File: src/rtl/mem_arbiter.sv
// Serialises the M-stage data access and the F-stage instruction fetch onto one
// single-port memory, data first, and freezes the pipeline until both complete.
//
// state | meaning
// ------+---------------------------------------------------------------
// IDLE  | waiting for a pipeline cycle with a fetch and/or data request
// DWAIT | data access on the memory port, waiting for mem_ready
// FWAIT | instruction fetch on the memory port, waiting for mem_ready
// DONE  | one unstalled cycle so the pipeline consumes the read data
module mem_arbiter #(
   parameter int AW      = 32,
   parameter int DW      = 32,
   parameter int TIMEOUT = 15
) (
   input  logic          clk,
   input  logic          reset_n,
   input  logic          if_req,
   input  logic [AW-1:0] if_addr,
   output logic [DW-1:0] if_rdata,
   input  logic          dm_req,
   input  logic          dm_we,
   input  logic [AW-1:0] dm_addr,
   input  logic [DW-1:0] dm_wdata,
   output logic [DW-1:0] dm_rdata,
   output logic          mem_stall,
   output logic          mem_req,
   output logic          mem_we,
   output logic [AW-1:0] mem_addr,
   output logic [DW-1:0] mem_wdata,
   input  logic          mem_ready,
   input  logic [DW-1:0] mem_rdata,
   output logic          mem_err
);

   localparam int CW = (TIMEOUT < 2) ? 1 : $clog2(TIMEOUT + 1);

   typedef enum logic [1:0] {
      IDLE  = 2'd0,
      DWAIT = 2'd1,
      FWAIT = 2'd2,
      DONE  = 2'd3
   } state_t;

   state_t          state, state_nxt;
   logic [CW-1:0]   wait_cnt;
   logic            f_pend;
   logic [AW-1:0]   f_addr;
   logic            waiting;
   logic            timeout_hit;

   assign waiting     = (state == DWAIT) || (state == FWAIT);
   // Abort on the edge ending the TIMEOUT-th consecutive cycle without mem_ready.
   assign timeout_hit = waiting && !mem_ready && (wait_cnt == CW'(TIMEOUT - 1));

   always_ff @(posedge clk or negedge reset_n) begin
      if (!reset_n) state <= IDLE;
      else          state <= state_nxt;
   end

   always_comb begin
      state_nxt = state;
      mem_stall = 1'b0;
      mem_req   = 1'b0;
      case (state)
         IDLE: begin
            mem_stall = if_req | dm_req;
            if (dm_req)      state_nxt = DWAIT;
            else if (if_req) state_nxt = FWAIT;
         end
         DWAIT: begin
            mem_stall = 1'b1;
            mem_req   = 1'b1;
            if (timeout_hit)    state_nxt = DONE;
            else if (mem_ready) state_nxt = f_pend ? FWAIT : DONE;
         end
         FWAIT: begin
            mem_stall = 1'b1;
            mem_req   = 1'b1;
            if (timeout_hit || mem_ready) state_nxt = DONE;
         end
         DONE: begin
            state_nxt = IDLE;
         end
         default: begin
            state_nxt = IDLE;
         end
      endcase
   end

   always_ff @(posedge clk or negedge reset_n) begin
      if (!reset_n) begin
         wait_cnt  <= '0;
         f_pend    <= 1'b0;
         f_addr    <= '0;
         mem_addr  <= '0;
         mem_we    <= 1'b0;
         mem_wdata <= '0;
         dm_rdata  <= '0;
         if_rdata  <= '0;
         mem_err   <= 1'b0;
      end else begin
         case (state)
            IDLE: begin
               wait_cnt <= '0;
               if (dm_req) begin
                  mem_addr  <= dm_addr;
                  mem_we    <= dm_we;
                  mem_wdata <= dm_wdata;
                  f_pend    <= if_req;
                  f_addr    <= if_addr;
               end else if (if_req) begin
                  mem_addr <= if_addr;
                  mem_we   <= 1'b0;
                  f_pend   <= 1'b0;
               end
            end
            DWAIT: begin
               if (timeout_hit) begin
                  // The fetch is skipped; hand the pipeline a nop.
                  dm_rdata <= '0;
                  if_rdata <= '0;
                  mem_err  <= 1'b1;
                  mem_we   <= 1'b0;
               end else if (mem_ready) begin
                  if (!mem_we) dm_rdata <= mem_rdata;
                  wait_cnt <= '0;
                  mem_we   <= 1'b0;
                  if (f_pend) mem_addr <= f_addr;
               end else begin
                  wait_cnt <= wait_cnt + CW'(1);
               end
            end
            FWAIT: begin
               if (timeout_hit) begin
                  if_rdata <= '0;
                  mem_err  <= 1'b1;
               end else if (mem_ready) begin
                  if_rdata <= mem_rdata;
               end else begin
                  wait_cnt <= wait_cnt + CW'(1);
               end
            end
            default: begin
            end
         endcase
      end
   end

endmodule

File: config.mk
export PLATFORM = sky130hd
export DESIGN_NAME = mem_arbiter
export DESIGN_NICKNAME = d
export VERILOG_FILES = /design/src/rtl/mem_arbiter.sv
export SDC_FILE = /design/constraint.sdc
export NUM_CORES = 1
export LEC_CHECK = 0
export ABC_CLOCK_PERIOD_IN_PS = 2300
export BUFFER_PORTS_ARGS = -buffer_cell sky130_fd_sc_hd__buf_2
export CORE_MARGIN = 2
export CORE_UTILIZATION = 25
export DETAILED_ROUTE_END_ITERATION = 12
export PLACE_DENSITY = 0.51
export SYNTH_ARGS = -nofsm -noshare
export SYNTH_HDL_FRONTEND = slang
export SYNTH_SLANG_ARGS = --single-unit
File: constraint.sdc
create_clock -name clk -period 2.3 [get_ports clk]
set_clock_uncertainty 0.1 [all_clocks]
set_input_delay 0.115 -clock clk [delete_from_list [all_inputs] [get_ports clk]]
set_output_delay 0.115 -clock clk [all_outputs]
set_load 0.005 [all_outputs]
==> flow_summary_export.csv <==
group,metric,value,unit
final_layout,mostFrequentLayoutCells,"buf_2, dfrtp_1, dlygate4sd3_1, nand2_1, o21ai_0",
global_routing,met2_usage,24.1,%
floorplan,die_y,181,microns
sta,worst_pin_slew,645,ps
cts,clock_latency,440,ps
final_layout,final_nets,1207,
sta,slew_headroom,57.0,%
sta,post-route-min-period,2130,ps
cts,cts_sinks,169,
detailed_routing,initialDrtViolationCount,317,
synth,yosys_warnings,0,
detailed_routing,drc_errors,0,
final_layout,final_layout_size_suffix_gt1_share,38.8,%
detailed_routing,wl,23700,microns
synth,ys_seq_elements,169,
floorplan,die-area,32700,sq um
sta,setup_slack,173,ps
detailed_routing,vias,6588,
sta,final.setup.tns,0,ps
detailed_routing,ant_nets,0,
synth,yosysSeqAreaShare,54.1,%
global_routing,grt_max_degree,66,
global_routing,grt_overflow_total,0,
sta,fmax,0.470,GHz
power_and_ir_drop,p_comb_share,43.0,%
hold_path,holdCritPathClass,"in2reg",
detailed_routing,drt-vias-per-instance,4.47,
cts,cts_root_buf,"clkbuf_16",
global_routing,top_usage_layer,"met2",
global_routing,antenna_found_initial,1,
global_routing,globalRouteTotalUtil,14.9,%
setup_path,cp-start-kind,"register",
setup_path,r2r-end,"mem_addr[29]",
power_and_ir_drop,clock_power_share,20.1,%
cts,cts_max_level,4,
detailed_routing,drt_first_pass_iters,8,
setup_path,worst_path_max_delay_cell,"dfrtp_1",
sta,final-max-slew-violation-count,0,
synth,synthTopCellsByArea,"dfrtp_1, mux2_2, o21ai_0, nand2_1, mux2i_1",
final_layout,final_common_cell,"buf_2",
place,port_buffers,265,
setup_path,cp_data_required_time,2520,ps
setup_path,r2r-start,"state[0]",
setup_path,arrival,2350,ps
floorplan,ios,266,
sta,fin_crit_sh,92.5,%
synth,synth_edf_count,0,
hold_path,min-delay-start,"dm_addr[8]",
sta,finalHoldViolCount,0,
global_routing,grt_use_met3,5.30,%
setup_path,ff2ff_path_depth,6,
global_routing,grt_pass1_vias,6850,
sta,rsz0062_at_grt,"false",
synth,yosysTopAreaCell,"dfrtp_1",
place,post-dp-hpwl,15700,microns
place,preCtsSetupSlack,152,ps
setup_path,reg2reg_slack,170,ps
power_and_ir_drop,p_sw,5140,uW
job,drv_cap,0,
synth,synthFlopType,"dfrtp_1",
final_layout,final_cells,1474,
setup_path,critPathMaxFanout,13,
power_and_ir_drop,leakage,0.00524,uW
setup_path,crit_path_max_incr_delay,420,ps
power_and_ir_drop,power.density,1270,nW/um^2
cts,path_clk_slew,70,ps
synth,syn_nets,836,
floorplan,coreArea,30700,sq um
final_layout,fillers,3009,
cts,cts_max_path_buffers,2,
run_status,status,"finished, final reports clean",
synth,ys_types,39,
power_and_ir_drop,switching_share,35.6,%
power_and_ir_drop,p_int,9320,uW
sta,finalSetupViolations,0,
hold_path,hold_end,"mem_addr[8]",
global_routing,use_met1,18.6,%
place,gp_congestion,0.782,
setup_path,crit_type,"reg2reg",
cts,cts_tree,"yes",
final_layout,syn_to_final_growth,46.1,%
power_and_ir_drop,peakVddDrop,0.000547,V
place,dp_cells,1328,
floorplan,fp.dieW,181,microns
cts,cts_buffers,17,
synth,netlist.area_leader.share,54.1,%
synth,synthArstFlopShare,100,%
synth,synth_area,7820,sq um
floorplan,initial_utilization,25.5,%
power_and_ir_drop,pwr-share-seq,36.8,%
hold_path,whs_path_depth,4,
setup_path,setup.worst_path.end_class,"register",
detailed_routing,wl_per_cell,16.1,microns
synth,synth.avg_cell_area,11.2,sq um
synth,netlist_instances,695,
cts,cts_resized,0,
global_routing,grt_pass1_wl,38300,microns
setup_path,cp_cell_sequence,"inv_1, ha_1, nor2_1, a211oi_4, buf_4, mux2_2",
floorplan,rows,64,
## cell usage after synthesis, types with 2 or more instances
cell      count
o21ai_0      92
clkbuf_1     19
nand2_1     101
and3b_1       2
mux2i_1      34
a21oi_1      35
o22ai_1       3
nor2b_1      33
inv_1         9
ha_1          7
o21ai_1       6
a22oi_1      32
or2_2         3
nand3_1       4
or2b_1        2
buf_2        18
buf_6         3
mux2_4       10
nor2_1        2
and2b_1       2
clkbuf_2      4
buf_4         5
mux2_1        2
mux2_2       84
dfrtp_1     169
## timing repair
action,4_1_cts,5_1_grt
setup buffers,0,0
endpoints found under the hold margin,201,0
hold buffers,115,0
## worst max-delay path: cells and delay by family, from the launching register on
family                   cells  cell delay [ps]
buffers and inverters        2              420
adder cells (fa/ha/maj)      1              310
multiplexers                 1              360
AO/OA/AOI/OAI                1              280
AND/OR/NAND/NOR              1              120
flip-flops                   1              420
## power by group through the flow
stage	Sequential (uW)	Combinational (uW)	Clock, uW
after floorplan	5330	3730	0
final	5330	6230	2910
after CTS	5320	6340	3050
after global placement	5310	6080	0
after detailed placement	5360	6180	0
after global routing	5530	6980	3160
## kinds of logic after synthesis
kind of cell | after synthesis | synth area share, %
XOR/XNOR | 1 | 0.112
AND/OR/NAND/NOR | 154 | 9.36
multiplexers | 130 | 18.7
AO/OA/AOI/OAI | 176 | 13.0
buffers and inverters | 58 | 3.67
flip-flops | 169 | 54.1
adder cells (fa/ha/maj) | 7 | 1.12
## routing by layer
| layer | vias to the layer above | part of all wire, % |
|---|---|---|
| li1 | 3175 | - |
| met1 | 3149 | 44 |
| met2 | 244 | 46 |
| met3 | 20 | 8.1 |
| met4 | 0 | 1.5 |
| met5 | - | 0 |
## state kept, by name, indices dropped and copies added, names as in the netlist
signal,count
f_addr,32
mem_addr,32
mem_we,1
f_pend,1
dm_rdata,32
state,2
if_rdata,32
mem_wdata,32
mem_err,1
wait_cnt,4
## per-stage QoR
step	total power, uW	utilization [%]	hold slack, ps	instance area, sq um
floorplan	9060	-	-281	7820
global placement	11400	31.6	71.0	9690
detailed placement	11500	31.6	74.7	9690
CTS	14700	37.2	0.527	11400
global route	15700	37.2	23.7	11400
finish	14500	37.2	25.5	11400
## worst max-delay path by stage
stage	start	to	slack, ps	cells after the start
finish	state[0]	mem_addr[29]	170	6
global route	state[0]	mem_addr[29]	10	6
CTS	state[0]	mem_addr[29]	140	6
detailed placement	state[1]	mem_addr[29]	150	6
global placement	state[0]	mem_addr[27]	190	6
floorplan	state[1]	mem_addr[10]	390	7
## area by class of cell
cell class                 instances  area, sq um  share of cell area, %
antenna                            1         2.50                 0.0219
sequential                       169         4230                   37.0
timing repair buffer             401         2770                   24.2
clock buffer                      18          429                   3.76
clock inverter                    12          143                   1.25
tap                              396          495                   4.34
multi-input combinational        468         3320                   29.1
inverter                           9         33.8                  0.296
No activity file was read; power rests on OpenSTA's default activity.
